### config.mk
export PLATFORM = sky130hd
export DESIGN_NAME = axi4_lite_arb2_flat
export DESIGN_NICKNAME = d
export VERILOG_FILES = /design/src/rtl/axi4_lite_arb2_if.sv /design/src/rtl/axi4_lite_arb2.sv /design/src/flat_wrapper.sv
export SDC_FILE = /design/constraint.sdc
export NUM_CORES = 1
export LEC_CHECK = 0
export CAP_MARGIN = 20
export CORE_AREA = 2 2 181 183
export CTS_CLUSTER_DIAMETER = 50
export DETAILED_ROUTE_END_ITERATION = 16
export DIE_AREA = 0 0 183 185
export PLACE_DENSITY = 0.35
export SLEW_MARGIN = 10
export SYNTH_ARGS = -nofsm -noshare
export SYNTH_HDL_FRONTEND = slang
export SYNTH_SLANG_ARGS = --single-unit
### constraint.sdc
create_clock -name aclk -period 2.5 [get_ports aclk]
set_clock_uncertainty 0.15 [all_clocks]
set_input_delay 0.25 -clock aclk [delete_from_list [all_inputs] [get_ports aclk]]
set_output_delay 0.25 -clock aclk [all_outputs]
set_load 0.01 [all_outputs]
### src/rtl/axi4_lite_arb2_if.sv
// AXI4-Lite bundle shared by both arbiter manager ports and the subordinate port.
// Payload widths follow DATA_WIDTH/ADDR_WIDTH; wstrb covers one bit per data byte.
interface axi4_if #(
    parameter int DATA_WIDTH = 32,
    parameter int ADDR_WIDTH = 32
);
    logic                      awvalid;
    logic                      awready;
    logic [ADDR_WIDTH-1:0]     awaddr;
    logic [2:0]                awprot;
    logic                      wvalid;
    logic                      wready;
    logic [DATA_WIDTH-1:0]     wdata;
    logic [DATA_WIDTH/8-1:0]   wstrb;
    logic                      bvalid;
    logic                      bready;
    logic [1:0]                bresp;
    logic                      arvalid;
    logic                      arready;
    logic [ADDR_WIDTH-1:0]     araddr;
    logic [2:0]                arprot;
    logic                      rvalid;
    logic                      rready;
    logic [DATA_WIDTH-1:0]     rdata;
    logic [1:0]                rresp;

    modport manager (
        output awvalid, awaddr, awprot, wvalid, wdata, wstrb, bready,
               arvalid, araddr, arprot, rready,
        input  awready, wready, bvalid, bresp, arready, rvalid, rdata, rresp
    );

    modport subordinate (
        input  awvalid, awaddr, awprot, wvalid, wdata, wstrb, bready,
               arvalid, araddr, arprot, rready,
        output awready, wready, bvalid, bresp, arready, rvalid, rdata, rresp
    );
endinterface

### src/rtl/axi4_lite_arb2.sv
// Two-manager to one-subordinate AXI4-Lite arbiter with independent round-robin
// write (AW/W/B) and read (AR/R) FSMs, one transaction outstanding per direction.
module axi4_lite_arb2 #(
    parameter int DATA_WIDTH = 32,
    parameter int ADDR_WIDTH = 32
) (
    input  logic             aclk,
    input  logic             aresetn,
    axi4_if.subordinate      s0_axi,
    axi4_if.subordinate      s1_axi,
    axi4_if.manager          m_axi,
    output logic             wr_busy,
    output logic             rd_busy,
    output logic             wr_owner,
    output logic             rd_owner
);

    typedef enum logic [1:0] {W_IDLE, W_FWD, W_RESP} wr_state_e;
    typedef enum logic [1:0] {R_IDLE, R_ADDR, R_DATA} rd_state_e;

    wr_state_e r_wr_state, w_wr_state_nxt;
    rd_state_e r_rd_state, w_rd_state_nxt;
    logic      r_wr_owner, w_wr_owner_nxt;
    logic      r_rd_owner, w_rd_owner_nxt;
    logic      r_aw_done, w_aw_done_nxt;
    logic      r_w_done, w_w_done_nxt;

    logic w_own_awvalid, w_own_wvalid, w_own_bready;
    logic w_own_arvalid, w_own_rready;
    logic w_aw_rdy, w_w_rdy, w_b_vld, w_ar_rdy, w_r_vld;

    logic [ADDR_WIDTH-1:0] w_awaddr, w_araddr;
    logic [DATA_WIDTH-1:0] w_wdata;

    assign w_own_awvalid = r_wr_owner ? s1_axi.awvalid : s0_axi.awvalid;
    assign w_own_wvalid  = r_wr_owner ? s1_axi.wvalid  : s0_axi.wvalid;
    assign w_own_bready  = r_wr_owner ? s1_axi.bready  : s0_axi.bready;
    assign w_own_arvalid = r_rd_owner ? s1_axi.arvalid : s0_axi.arvalid;
    assign w_own_rready  = r_rd_owner ? s1_axi.rready  : s0_axi.rready;

    // Payload is muxed from the owner unconditionally; valids alone qualify it.
    assign w_awaddr      = r_wr_owner ? s1_axi.awaddr : s0_axi.awaddr;
    assign w_wdata       = r_wr_owner ? s1_axi.wdata  : s0_axi.wdata;
    assign w_araddr      = r_rd_owner ? s1_axi.araddr : s0_axi.araddr;
    assign m_axi.awaddr  = w_awaddr;
    assign m_axi.awprot  = r_wr_owner ? s1_axi.awprot : s0_axi.awprot;
    assign m_axi.wdata   = w_wdata;
    assign m_axi.wstrb   = r_wr_owner ? s1_axi.wstrb  : s0_axi.wstrb;
    assign m_axi.araddr  = w_araddr;
    assign m_axi.arprot  = r_rd_owner ? s1_axi.arprot : s0_axi.arprot;

    always_ff @(posedge aclk or negedge aresetn) begin
        if (!aresetn) begin
            r_wr_state <= W_IDLE;
            r_wr_owner <= 1'b1;
            r_aw_done  <= 1'b0;
            r_w_done   <= 1'b0;
        end else begin
            r_wr_state <= w_wr_state_nxt;
            r_wr_owner <= w_wr_owner_nxt;
            r_aw_done  <= w_aw_done_nxt;
            r_w_done   <= w_w_done_nxt;
        end
    end

    always_comb begin
        w_wr_state_nxt = r_wr_state;
        w_wr_owner_nxt = r_wr_owner;
        w_aw_done_nxt  = r_aw_done;
        w_w_done_nxt   = r_w_done;
        m_axi.awvalid  = 1'b0;
        m_axi.wvalid   = 1'b0;
        m_axi.bready   = 1'b0;
        w_aw_rdy       = 1'b0;
        w_w_rdy        = 1'b0;
        w_b_vld        = 1'b0;
        unique case (r_wr_state)
            W_IDLE: begin
                w_aw_done_nxt = 1'b0;
                w_w_done_nxt  = 1'b0;
                if (s0_axi.awvalid || s1_axi.awvalid) begin
                    w_wr_owner_nxt = (s0_axi.awvalid && s1_axi.awvalid) ? ~r_wr_owner
                                                                        : s1_axi.awvalid;
                    w_wr_state_nxt = W_FWD;
                end
            end
            W_FWD: begin
                // Valids depend only on done flags, never on m_axi readies.
                m_axi.awvalid = w_own_awvalid & ~r_aw_done;
                m_axi.wvalid  = w_own_wvalid  & ~r_w_done;
                w_aw_rdy      = m_axi.awready & ~r_aw_done;
                w_w_rdy       = m_axi.wready  & ~r_w_done;
                w_aw_done_nxt = r_aw_done | (w_own_awvalid & m_axi.awready);
                w_w_done_nxt  = r_w_done  | (w_own_wvalid  & m_axi.wready);
                if (w_aw_done_nxt && w_w_done_nxt) begin
                    w_wr_state_nxt = W_RESP;
                end
            end
            W_RESP: begin
                m_axi.bready = w_own_bready;
                w_b_vld      = m_axi.bvalid;
                if (m_axi.bvalid && w_own_bready) begin
                    w_wr_state_nxt = W_IDLE;
                    w_aw_done_nxt  = 1'b0;
                    w_w_done_nxt   = 1'b0;
                end
            end
            default: w_wr_state_nxt = W_IDLE;
        endcase
    end

    always_ff @(posedge aclk or negedge aresetn) begin
        if (!aresetn) begin
            r_rd_state <= R_IDLE;
            r_rd_owner <= 1'b1;
        end else begin
            r_rd_state <= w_rd_state_nxt;
            r_rd_owner <= w_rd_owner_nxt;
        end
    end

    always_comb begin
        w_rd_state_nxt = r_rd_state;
        w_rd_owner_nxt = r_rd_owner;
        m_axi.arvalid  = 1'b0;
        m_axi.rready   = 1'b0;
        w_ar_rdy       = 1'b0;
        w_r_vld        = 1'b0;
        unique case (r_rd_state)
            R_IDLE: begin
                if (s0_axi.arvalid || s1_axi.arvalid) begin
                    w_rd_owner_nxt = (s0_axi.arvalid && s1_axi.arvalid) ? ~r_rd_owner
                                                                        : s1_axi.arvalid;
                    w_rd_state_nxt = R_ADDR;
                end
            end
            R_ADDR: begin
                m_axi.arvalid = w_own_arvalid;
                w_ar_rdy      = m_axi.arready;
                if (w_own_arvalid && m_axi.arready) begin
                    w_rd_state_nxt = R_DATA;
                end
            end
            R_DATA: begin
                m_axi.rready = w_own_rready;
                w_r_vld      = m_axi.rvalid;
                if (m_axi.rvalid && w_own_rready) begin
                    w_rd_state_nxt = R_IDLE;
                end
            end
            default: w_rd_state_nxt = R_IDLE;
        endcase
    end

    // Non-owner sees every ready/valid held low; response payload is broadcast.
    assign s0_axi.awready = w_aw_rdy & ~r_wr_owner;
    assign s1_axi.awready = w_aw_rdy &  r_wr_owner;
    assign s0_axi.wready  = w_w_rdy  & ~r_wr_owner;
    assign s1_axi.wready  = w_w_rdy  &  r_wr_owner;
    assign s0_axi.bvalid  = w_b_vld  & ~r_wr_owner;
    assign s1_axi.bvalid  = w_b_vld  &  r_wr_owner;
    assign s0_axi.bresp   = m_axi.bresp;
    assign s1_axi.bresp   = m_axi.bresp;
    assign s0_axi.arready = w_ar_rdy & ~r_rd_owner;
    assign s1_axi.arready = w_ar_rdy &  r_rd_owner;
    assign s0_axi.rvalid  = w_r_vld  & ~r_rd_owner;
    assign s1_axi.rvalid  = w_r_vld  &  r_rd_owner;
    assign s0_axi.rdata   = m_axi.rdata;
    assign s1_axi.rdata   = m_axi.rdata;
    assign s0_axi.rresp   = m_axi.rresp;
    assign s1_axi.rresp   = m_axi.rresp;

    assign wr_busy  = (r_wr_state != W_IDLE);
    assign rd_busy  = (r_rd_state != R_IDLE);
    assign wr_owner = r_wr_owner;
    assign rd_owner = r_rd_owner;

endmodule

### src/flat_wrapper.sv
// flat-port wrapper written by rule: the top's interface ports become plain ports
module axi4_lite_arb2_flat 
#(
    parameter int DATA_WIDTH = 32,
    parameter int ADDR_WIDTH = 32
)
  (aclk, aresetn, wr_busy, rd_busy, wr_owner, rd_owner, s0_axi_awvalid, s0_axi_awaddr, s0_axi_awprot, s0_axi_wvalid, s0_axi_wdata, s0_axi_wstrb, s0_axi_bready, s0_axi_arvalid, s0_axi_araddr, s0_axi_arprot, s0_axi_rready, s0_axi_awready, s0_axi_wready, s0_axi_bvalid, s0_axi_bresp, s0_axi_arready, s0_axi_rvalid, s0_axi_rdata, s0_axi_rresp, s1_axi_awvalid, s1_axi_awaddr, s1_axi_awprot, s1_axi_wvalid, s1_axi_wdata, s1_axi_wstrb, s1_axi_bready, s1_axi_arvalid, s1_axi_araddr, s1_axi_arprot, s1_axi_rready, s1_axi_awready, s1_axi_wready, s1_axi_bvalid, s1_axi_bresp, s1_axi_arready, s1_axi_rvalid, s1_axi_rdata, s1_axi_rresp, m_axi_awvalid, m_axi_awaddr, m_axi_awprot, m_axi_wvalid, m_axi_wdata, m_axi_wstrb, m_axi_bready, m_axi_arvalid, m_axi_araddr, m_axi_arprot, m_axi_rready, m_axi_awready, m_axi_wready, m_axi_bvalid, m_axi_bresp, m_axi_arready, m_axi_rvalid, m_axi_rdata, m_axi_rresp);
  axi4_if #(.DATA_WIDTH(DATA_WIDTH), .ADDR_WIDTH(ADDR_WIDTH)) s0_axi_i ();
  axi4_if #(.DATA_WIDTH(DATA_WIDTH), .ADDR_WIDTH(ADDR_WIDTH)) s1_axi_i ();
  axi4_if #(.DATA_WIDTH(DATA_WIDTH), .ADDR_WIDTH(ADDR_WIDTH)) m_axi_i ();
  input  logic aclk;
  input  logic aresetn;
  output logic wr_busy;
  output logic rd_busy;
  output logic wr_owner;
  output logic rd_owner;
  input wire logic [$bits(s0_axi_i.awvalid)-1:0] s0_axi_awvalid;
  input wire logic [$bits(s0_axi_i.awaddr)-1:0] s0_axi_awaddr;
  input wire logic [$bits(s0_axi_i.awprot)-1:0] s0_axi_awprot;
  input wire logic [$bits(s0_axi_i.wvalid)-1:0] s0_axi_wvalid;
  input wire logic [$bits(s0_axi_i.wdata)-1:0] s0_axi_wdata;
  input wire logic [$bits(s0_axi_i.wstrb)-1:0] s0_axi_wstrb;
  input wire logic [$bits(s0_axi_i.bready)-1:0] s0_axi_bready;
  input wire logic [$bits(s0_axi_i.arvalid)-1:0] s0_axi_arvalid;
  input wire logic [$bits(s0_axi_i.araddr)-1:0] s0_axi_araddr;
  input wire logic [$bits(s0_axi_i.arprot)-1:0] s0_axi_arprot;
  input wire logic [$bits(s0_axi_i.rready)-1:0] s0_axi_rready;
  output wire logic [$bits(s0_axi_i.awready)-1:0] s0_axi_awready;
  output wire logic [$bits(s0_axi_i.wready)-1:0] s0_axi_wready;
  output wire logic [$bits(s0_axi_i.bvalid)-1:0] s0_axi_bvalid;
  output wire logic [$bits(s0_axi_i.bresp)-1:0] s0_axi_bresp;
  output wire logic [$bits(s0_axi_i.arready)-1:0] s0_axi_arready;
  output wire logic [$bits(s0_axi_i.rvalid)-1:0] s0_axi_rvalid;
  output wire logic [$bits(s0_axi_i.rdata)-1:0] s0_axi_rdata;
  output wire logic [$bits(s0_axi_i.rresp)-1:0] s0_axi_rresp;
  input wire logic [$bits(s1_axi_i.awvalid)-1:0] s1_axi_awvalid;
  input wire logic [$bits(s1_axi_i.awaddr)-1:0] s1_axi_awaddr;
  input wire logic [$bits(s1_axi_i.awprot)-1:0] s1_axi_awprot;
  input wire logic [$bits(s1_axi_i.wvalid)-1:0] s1_axi_wvalid;
  input wire logic [$bits(s1_axi_i.wdata)-1:0] s1_axi_wdata;
  input wire logic [$bits(s1_axi_i.wstrb)-1:0] s1_axi_wstrb;
  input wire logic [$bits(s1_axi_i.bready)-1:0] s1_axi_bready;
  input wire logic [$bits(s1_axi_i.arvalid)-1:0] s1_axi_arvalid;
  input wire logic [$bits(s1_axi_i.araddr)-1:0] s1_axi_araddr;
  input wire logic [$bits(s1_axi_i.arprot)-1:0] s1_axi_arprot;
  input wire logic [$bits(s1_axi_i.rready)-1:0] s1_axi_rready;
  output wire logic [$bits(s1_axi_i.awready)-1:0] s1_axi_awready;
  output wire logic [$bits(s1_axi_i.wready)-1:0] s1_axi_wready;
  output wire logic [$bits(s1_axi_i.bvalid)-1:0] s1_axi_bvalid;
  output wire logic [$bits(s1_axi_i.bresp)-1:0] s1_axi_bresp;
  output wire logic [$bits(s1_axi_i.arready)-1:0] s1_axi_arready;
  output wire logic [$bits(s1_axi_i.rvalid)-1:0] s1_axi_rvalid;
  output wire logic [$bits(s1_axi_i.rdata)-1:0] s1_axi_rdata;
  output wire logic [$bits(s1_axi_i.rresp)-1:0] s1_axi_rresp;
  output wire logic [$bits(m_axi_i.awvalid)-1:0] m_axi_awvalid;
  output wire logic [$bits(m_axi_i.awaddr)-1:0] m_axi_awaddr;
  output wire logic [$bits(m_axi_i.awprot)-1:0] m_axi_awprot;
  output wire logic [$bits(m_axi_i.wvalid)-1:0] m_axi_wvalid;
  output wire logic [$bits(m_axi_i.wdata)-1:0] m_axi_wdata;
  output wire logic [$bits(m_axi_i.wstrb)-1:0] m_axi_wstrb;
  output wire logic [$bits(m_axi_i.bready)-1:0] m_axi_bready;
  output wire logic [$bits(m_axi_i.arvalid)-1:0] m_axi_arvalid;
  output wire logic [$bits(m_axi_i.araddr)-1:0] m_axi_araddr;
  output wire logic [$bits(m_axi_i.arprot)-1:0] m_axi_arprot;
  output wire logic [$bits(m_axi_i.rready)-1:0] m_axi_rready;
  input wire logic [$bits(m_axi_i.awready)-1:0] m_axi_awready;
  input wire logic [$bits(m_axi_i.wready)-1:0] m_axi_wready;
  input wire logic [$bits(m_axi_i.bvalid)-1:0] m_axi_bvalid;
  input wire logic [$bits(m_axi_i.bresp)-1:0] m_axi_bresp;
  input wire logic [$bits(m_axi_i.arready)-1:0] m_axi_arready;
  input wire logic [$bits(m_axi_i.rvalid)-1:0] m_axi_rvalid;
  input wire logic [$bits(m_axi_i.rdata)-1:0] m_axi_rdata;
  input wire logic [$bits(m_axi_i.rresp)-1:0] m_axi_rresp;
  assign s0_axi_i.awvalid = s0_axi_awvalid;
  assign s0_axi_i.awaddr = s0_axi_awaddr;
  assign s0_axi_i.awprot = s0_axi_awprot;
  assign s0_axi_i.wvalid = s0_axi_wvalid;
  assign s0_axi_i.wdata = s0_axi_wdata;
  assign s0_axi_i.wstrb = s0_axi_wstrb;
  assign s0_axi_i.bready = s0_axi_bready;
  assign s0_axi_i.arvalid = s0_axi_arvalid;
  assign s0_axi_i.araddr = s0_axi_araddr;
  assign s0_axi_i.arprot = s0_axi_arprot;
  assign s0_axi_i.rready = s0_axi_rready;
  assign s0_axi_awready = s0_axi_i.awready;
  assign s0_axi_wready = s0_axi_i.wready;
  assign s0_axi_bvalid = s0_axi_i.bvalid;
  assign s0_axi_bresp = s0_axi_i.bresp;
  assign s0_axi_arready = s0_axi_i.arready;
  assign s0_axi_rvalid = s0_axi_i.rvalid;
  assign s0_axi_rdata = s0_axi_i.rdata;
  assign s0_axi_rresp = s0_axi_i.rresp;
  assign s1_axi_i.awvalid = s1_axi_awvalid;
  assign s1_axi_i.awaddr = s1_axi_awaddr;
  assign s1_axi_i.awprot = s1_axi_awprot;
  assign s1_axi_i.wvalid = s1_axi_wvalid;
  assign s1_axi_i.wdata = s1_axi_wdata;
  assign s1_axi_i.wstrb = s1_axi_wstrb;
  assign s1_axi_i.bready = s1_axi_bready;
  assign s1_axi_i.arvalid = s1_axi_arvalid;
  assign s1_axi_i.araddr = s1_axi_araddr;
  assign s1_axi_i.arprot = s1_axi_arprot;
  assign s1_axi_i.rready = s1_axi_rready;
  assign s1_axi_awready = s1_axi_i.awready;
  assign s1_axi_wready = s1_axi_i.wready;
  assign s1_axi_bvalid = s1_axi_i.bvalid;
  assign s1_axi_bresp = s1_axi_i.bresp;
  assign s1_axi_arready = s1_axi_i.arready;
  assign s1_axi_rvalid = s1_axi_i.rvalid;
  assign s1_axi_rdata = s1_axi_i.rdata;
  assign s1_axi_rresp = s1_axi_i.rresp;
  assign m_axi_awvalid = m_axi_i.awvalid;
  assign m_axi_awaddr = m_axi_i.awaddr;
  assign m_axi_awprot = m_axi_i.awprot;
  assign m_axi_wvalid = m_axi_i.wvalid;
  assign m_axi_wdata = m_axi_i.wdata;
  assign m_axi_wstrb = m_axi_i.wstrb;
  assign m_axi_bready = m_axi_i.bready;
  assign m_axi_arvalid = m_axi_i.arvalid;
  assign m_axi_araddr = m_axi_i.araddr;
  assign m_axi_arprot = m_axi_i.arprot;
  assign m_axi_rready = m_axi_i.rready;
  assign m_axi_i.awready = m_axi_awready;
  assign m_axi_i.wready = m_axi_wready;
  assign m_axi_i.bvalid = m_axi_bvalid;
  assign m_axi_i.bresp = m_axi_bresp;
  assign m_axi_i.arready = m_axi_arready;
  assign m_axi_i.rvalid = m_axi_rvalid;
  assign m_axi_i.rdata = m_axi_rdata;
  assign m_axi_i.rresp = m_axi_rresp;
  axi4_lite_arb2 #(.DATA_WIDTH(DATA_WIDTH), .ADDR_WIDTH(ADDR_WIDTH)) u_core (.aclk(aclk), .aresetn(aresetn), .s0_axi(s0_axi_i), .s1_axi(s1_axi_i), .m_axi(m_axi_i), .wr_busy(wr_busy), .rd_busy(rd_busy), .wr_owner(wr_owner), .rd_owner(rd_owner));
endmodule
==> results.md, run 1 <==
* Clock sink count at 8
* All-Layer GR Usage at 6.93%
* Crit path max fanout at 24
* Area growth, synth to finish at 152%
* CP required at 2100 ps
* Antenna violations before repair at 0
* Starting DRT DRC Count at 44
* Worst vdd ir at 0.242 mV
* Fin crit share at 97.3%
* Grt total ovfl at 0
* Post-DP HPWL at 11400 µm
* Flops & latches, synth at 8
* Initial core utilization at 7.43%
* Post-synth top area cell: mux2_2
* DRC at 0
* Largest net degree at the start of global routing at 25
* Drt pass-1 iters at 4
* Ant. Diodes at 0
* Port bufs at 353
* Worst r2r src: u_core.wr_owner
* Total Nets Final at 805
* Total core area at 32000 µm²
* Post-synth EDFFs at 0
* Mapped Cells at 258
* Routed Wire Length at 13100 µm
* Antenna Nets Post-Route at 0
* Static Leak at 2.18 nW
* Full die area at 33900 µm²
* Vias in the first global route at 3164
* Prevailing post-synth register cell: dfrtp_1
* Routability congestion estimate at 0.766
* Placed insts at 938
* R2R Setup Slk at 580 ps
* Worst r2r dst: u_core.r_wr_state[0]
* Cell Pwr Density at 706 nW/µm²
* CTS root buffer: clkbuf_16
* Place WS at 184 ps
* Endpoints failing setup at 0
* Slew @ Worst Pin at 498 ps
* Die height at 185 µm
* Minimum clock period after layout at 2430 ps
* Share of flip-flops with an asynchronous set or reset at 100%
* Synth area leaders: mux2_2, buf_4, dfrtp_1, dfstp_2, buf_2
* Commonest non-fill, non-tap cells in the layout: clkdlybuf4s50_1, mux2_2, nor2_1
* Final hold vios at 0
* Maxcap violations at 0
* Post-Syn Area at 2380 µm²
* Final worst slack at 66.4 ps
* Finished Layout Cells at 947
* Critical path startpoint category: register
* Mapped Nets at 523
* H-tree levels at 1
* CTS tree: done
* I/O pins at 462
* Share of cells above drive strength 1 at 23.6%
* Placed inst area at 5880 µm²
* Vias at 3035
* CP endpoint: m_axi_wdata[21]
* Die Width at 183 µm
* Yosys top cell area share at 50.2%
* Most common cell after layout, fill and taps aside: clkdlybuf4s50_1
* DR vias/cell at 3.20
* Routed WL per cell at 13.8 µm
* F_max at 411 MHz
* Reg2Reg Depth at 5
* Clock Tree Buf Depth at 2
* Post-synthesis sequential area ratio at 8.52%
* Slew headroom at 66.7%
* Status: finished clean
* Synth cell types at 26
* CTS clk-pin slew, worst paths at 50 ps
* CTS Buf Count at 3
* First-pass GRT wire length at 17700 µm
* Crit path DAT at 2030 ps
* Critical path type: reg2out
* CP Launch Point: u_core.wr_owner
* Syn Area/Cell at 9.22 µm²
* FP Rows at 66
* Hold crit path type: in2async
* Yosys warns at 0
* Worst-Skew Late Latency at 250 ps
* Slew Viols, Final at 0
* Design area at 6010 µm²
* RSZ-0062 raised after global routing: true
* CP endpoint kind: output pin
[state kept, by name, summed over array words and instances (netlist names)]
| name | flops |
|---|---|
| u_core.wr_owner | 1 |
| u_core.r_wr_state | 2 |
| u_core.r_w_done | 1 |
| u_core.r_aw_done | 1 |
| u_core.rd_owner | 1 |
| u_core.r_rd_state | 2 |
[timing repair]
action / in CTS / in global routing
hold buffers: 0 / 0
gates resized for setup: 6 / 2
buffers inserted: 3 / 2
setup endpoints to repair: 29 / 42
[where the power goes]
part	internal, mW	switching (mW)	total (mW)
registers	0.211	0.123	0.334
logic	2.25	1.34	3.59
clock network	0.216	0.0948	0.311
total	2.68	1.56	4.24
[Yosys cell counts (all sizes together), types with 3 or more instances]
| master | instances |
|---|---|
| mux2 | 108 |
| and3 | 3 |
| a21oi | 6 |
| dfrtp | 6 |
| nor3 | 3 |
| nor2b | 5 |
| buf | 86 |
| inv | 6 |
| nand2 | 5 |
| nor2 | 7 |
| mux2i | 3 |
| o21ai | 4 |
| a31oi | 4 |
[per-stage QoR]
stage	total power, mW	setup TNS, ps	hold WS (ps)	utilization, %
floorplan	2.12	0	-196	-
global placement	3.92	0	314	18.4
CTS	4.30	-1.81	233	18.7
detailed placement	3.92	0	326	18.4
finish	4.24	0	193	18.7
global route	4.52	-8.12	254	18.7
[metal layers]
metal,up-vias,share of wire (%),GRT usage (%)
met3,19,13,3.17
li1,1402,-,-
met1,1359,33,6.41
met4,2,1.8,2.27
met2,253,52,13.4
met5,-,0.054,0
[area by class of cell]
class	count	area (µm²)
fillers	3534	26000
repair buffers	364	3670
multi-input cells	157	1520
well taps	408	510
flip-flops and latches	8	206
clock buffers	4	78.8
inverters	6	22.5
[worst max-delay path, cell delays in order, from the launching register on]
cell	delay (ps)
dfstp_4	720
buf_12	210
mux2_2	350
clkdlybuf4s50_1	490
[cells by family (layout without fill, tap and decap cells)]
| kind of cell | count (synthesis) | count (layout) | synth area share [%] |
|---|---|---|---|
| AO/OA/AOI/OAI | 17 | 17 | 4.57 |
| multiplexers | 111 | 111 | 52.7 |
| flip-flops | 8 | 8 | 8.52 |
| AND/OR/NAND/NOR | 29 | 29 | 6.41 |
| buffers and inverters | 93 | 374 | 27.8 |
[worst min-delay path by stage]
| stage | startpoint | end | cells past startpoint |
|---|---|---|---|
| 3_5_place_dp | u_core.r_rd_state[1] | u_core.r_rd_state[0] | 1 |
| 6_report | aresetn | u_core.r_w_done | 1 |
| 4_1_cts | aresetn | u_core.r_w_done | 1 |
| 2_1_floorplan | aresetn | u_core.r_aw_done | 0 |
| 3_3_place_gp | u_core.r_rd_state[1] | u_core.r_rd_state[0] | 1 |
| 5_1_grt | aresetn | u_core.r_w_done | 1 |
No activity file was read; power rests on OpenSTA's default activity.
==> run 2, diff against run 1 <==
--- a/constraint.sdc
+++ b/constraint.sdc
@@ -3,3 +3,3 @@
 set_input_delay 0.25 -clock aclk [delete_from_list [all_inputs] [get_ports aclk]]
 set_output_delay 0.25 -clock aclk [all_outputs]
-set_load 0.01 [all_outputs]
+set_load 0.005 [all_outputs]
==> run 2 against run 1 <==
Effect of this change:
- sequential power barely moved
- power is 6.9% lower
- sequential cell count stayed put
- worst setup slack improved by 3.9 ps
- clock-buffer cell count unchanged
- wire length down 1.3%
- cell count shrank 0.42%
- combinational power fell by 7.8%
- sequential share of layout area hardly changed
- critical path type unchanged
- highest routed layer is now met4
==> results.md, run 2 (synthesized netlist as in run 1, its figures left out) <==
* Status: finished clean
* Die height at 185 µm (unchanged)
* Vias in the first global route at 3211 (+1.5%)
* Vias at 2982 (-1.7%)
* Most common cell after layout, fill and taps aside: clkdlybuf4s50_1
* Total Nets Final at 801 (-0.50%)
* Die Width at 183 µm (unchanged)
* FP Rows at 66 (unchanged)
* Largest net degree at the start of global routing at 36 (+44%)
* Slew headroom at 67.5% (+0.84 points)
* First-pass GRT wire length at 17800 µm (+0.43%)
* Worst vdd ir at 0.261 mV (+7.8%)
* Crit path DAT at 2030 ps (about the same)
* DRC at 0 (unchanged)
* Clock sink count at 8 (unchanged)
* All-Layer GR Usage at 6.89% (-0.038 points)
* CTS tree: done
* Endpoints failing setup at 0 (unchanged)
* Final hold vios at 0 (unchanged)
* CTS clk-pin slew, worst paths at 50 ps (about the same)
* Design area at 5990 µm² (-0.33%)
* Hold crit path type: in2async
* Area growth, synth to finish at 152%
* Power after layout at 3.95 mW (-6.9%)
* Routability congestion estimate at 0.782 (+2.1%)
* Minimum clock period after layout at 2430 ps (-3.93 ps)
* Share of cells above drive strength 1 at 23.2% (-0.38 points)
* Antenna violations before repair at 0 (unchanged)
* I/O pins at 462 (unchanged)
* Full die area at 33900 µm² (unchanged)
* CTS root buffer: clkbuf_16
* Worst-Skew Late Latency at 240 ps (about the same)
* Grt total ovfl at 0 (unchanged)
* Slew @ Worst Pin at 486 ps (-12.6 ps)
* Fin Hold WS at 189 ps (-4.11 ps)
* Antenna Nets Post-Route at 0 (unchanged)
* Initial core utilization at 7.43% (unchanged)
* Hold buffer count at cts at 0 (unchanged)
* Reg2Reg Depth at 3 (-2)
* Post-DP HPWL at 11400 µm (+0.25%)
* Port bufs at 353 (unchanged)
* Largest registers: u_core.r_rd_state (2), u_core.r_wr_state (2)
* Commonest non-fill, non-tap cells in the layout: clkdlybuf4s50_1, mux2_2, nor2_1
* Fin crit share at 97.2% (-0.16 points)
* Placed inst area at 5880 µm² (-0.13%)
* Cell Pwr Density at 660 nW/µm² (-6.5%)
* Clock Tree Buf Depth at 2 (unchanged)
* CP endpoint kind: output pin
* Total core area at 32000 µm² (unchanged)
* Maxcap violations at 0 (unchanged)
* Routed WL per cell at 13.7 µm (-0.84%)
* DR vias/cell at 3.16 (-1.3%)
* F_max at 412 MHz (+0.16%)
* Static Leak at 2.17 nW (-0.78%)
* Critical path type: reg2out
* Slew Viols, Final at 0 (unchanged)
* RSZ-0062 raised after global routing: true
* Crit path max fanout at 10 (-58%)
* H-tree levels at 1 (unchanged)
* Drt pass-1 iters at 4 (unchanged)
* CTS Buf Count at 3 (unchanged)
* Routed Wire Length at 12900 µm (-1.3%)
* Critical path startpoint category: register
* Ant. Diodes at 0 (unchanged)
* CP required at 2100 ps (about the same)
* Starting DRT DRC Count at 53 (+20%)
run 2: final cells by class:
| cell class | instances | area (µm²) |
|---|---|---|
| well taps | 408 | 510 |
| multi-input cells | 157 | 1520 |
| repair buffers | 360 | 3640 |
| fillers | 3531 | 26100 |
| inverters | 6 | 22.5 |
| flip-flops and latches | 8 | 206 |
| clock buffers | 4 | 78.8 |
run 2: metrics by stage:
stage	worst slack (ps)	setup TNS (ps)	utilization, %	cells
after detailed placement	251	0	18.3	937
final	70.3	0	18.7	943
after CTS	14.2	0	18.6	942
after global routing	-1.14	-1.14	18.7	943
after global placement	277	0	18.3	937
after floorplan	839	0	-	258
run 2: final timing paths:
kind	start	end	slack, ps
worst max-delay path	u_core.wr_owner	m_axi_wdata[4]	70
worst min-delay path	aresetn	u_core.r_w_done	190
worst max register to register	u_core.wr_owner	u_core.r_wr_state[0]	850
worst min register to register	u_core.r_rd_state[1]	u_core.r_rd_state[0]	320
max in group asynchronous	aresetn	u_core.wr_owner	1660
min in group aclk	u_core.r_rd_state[1]	u_core.r_rd_state[0]	320
run 2: metal layers:
metal	wire [µm]	vias up	track usage (%)
met5	0	-	0
met4	268	0	2.50
met3	1710	23	3.22
met2	6770	250	13.4
met1	4150	1317	6.22
li1	-	1392	-
run 2: critical path: stages, from the launching register on:
cell,delay [ps]
dfstp_4,730
buf_4,220
mux2_2,360
clkdlybuf4s50_1,470
run 2: power breakdown:
| part | internal [mW] | total [mW] | leakage [nW] | switching (mW) |
|---|---|---|---|---|
| clock network | 0.215 | 0.305 | 0.0382 | 0.0898 |
| logic | 2.22 | 3.31 | 2.03 | 1.09 |
| registers | 0.211 | 0.331 | 0.0949 | 0.120 |
run 2: timing repair:
item,4_1_cts,5_1_grt
endpoints found under the setup margin,2,6
pin swaps,0,0
cloned,0,0
gates resized for setup,1,4
buffers inserted,1,1
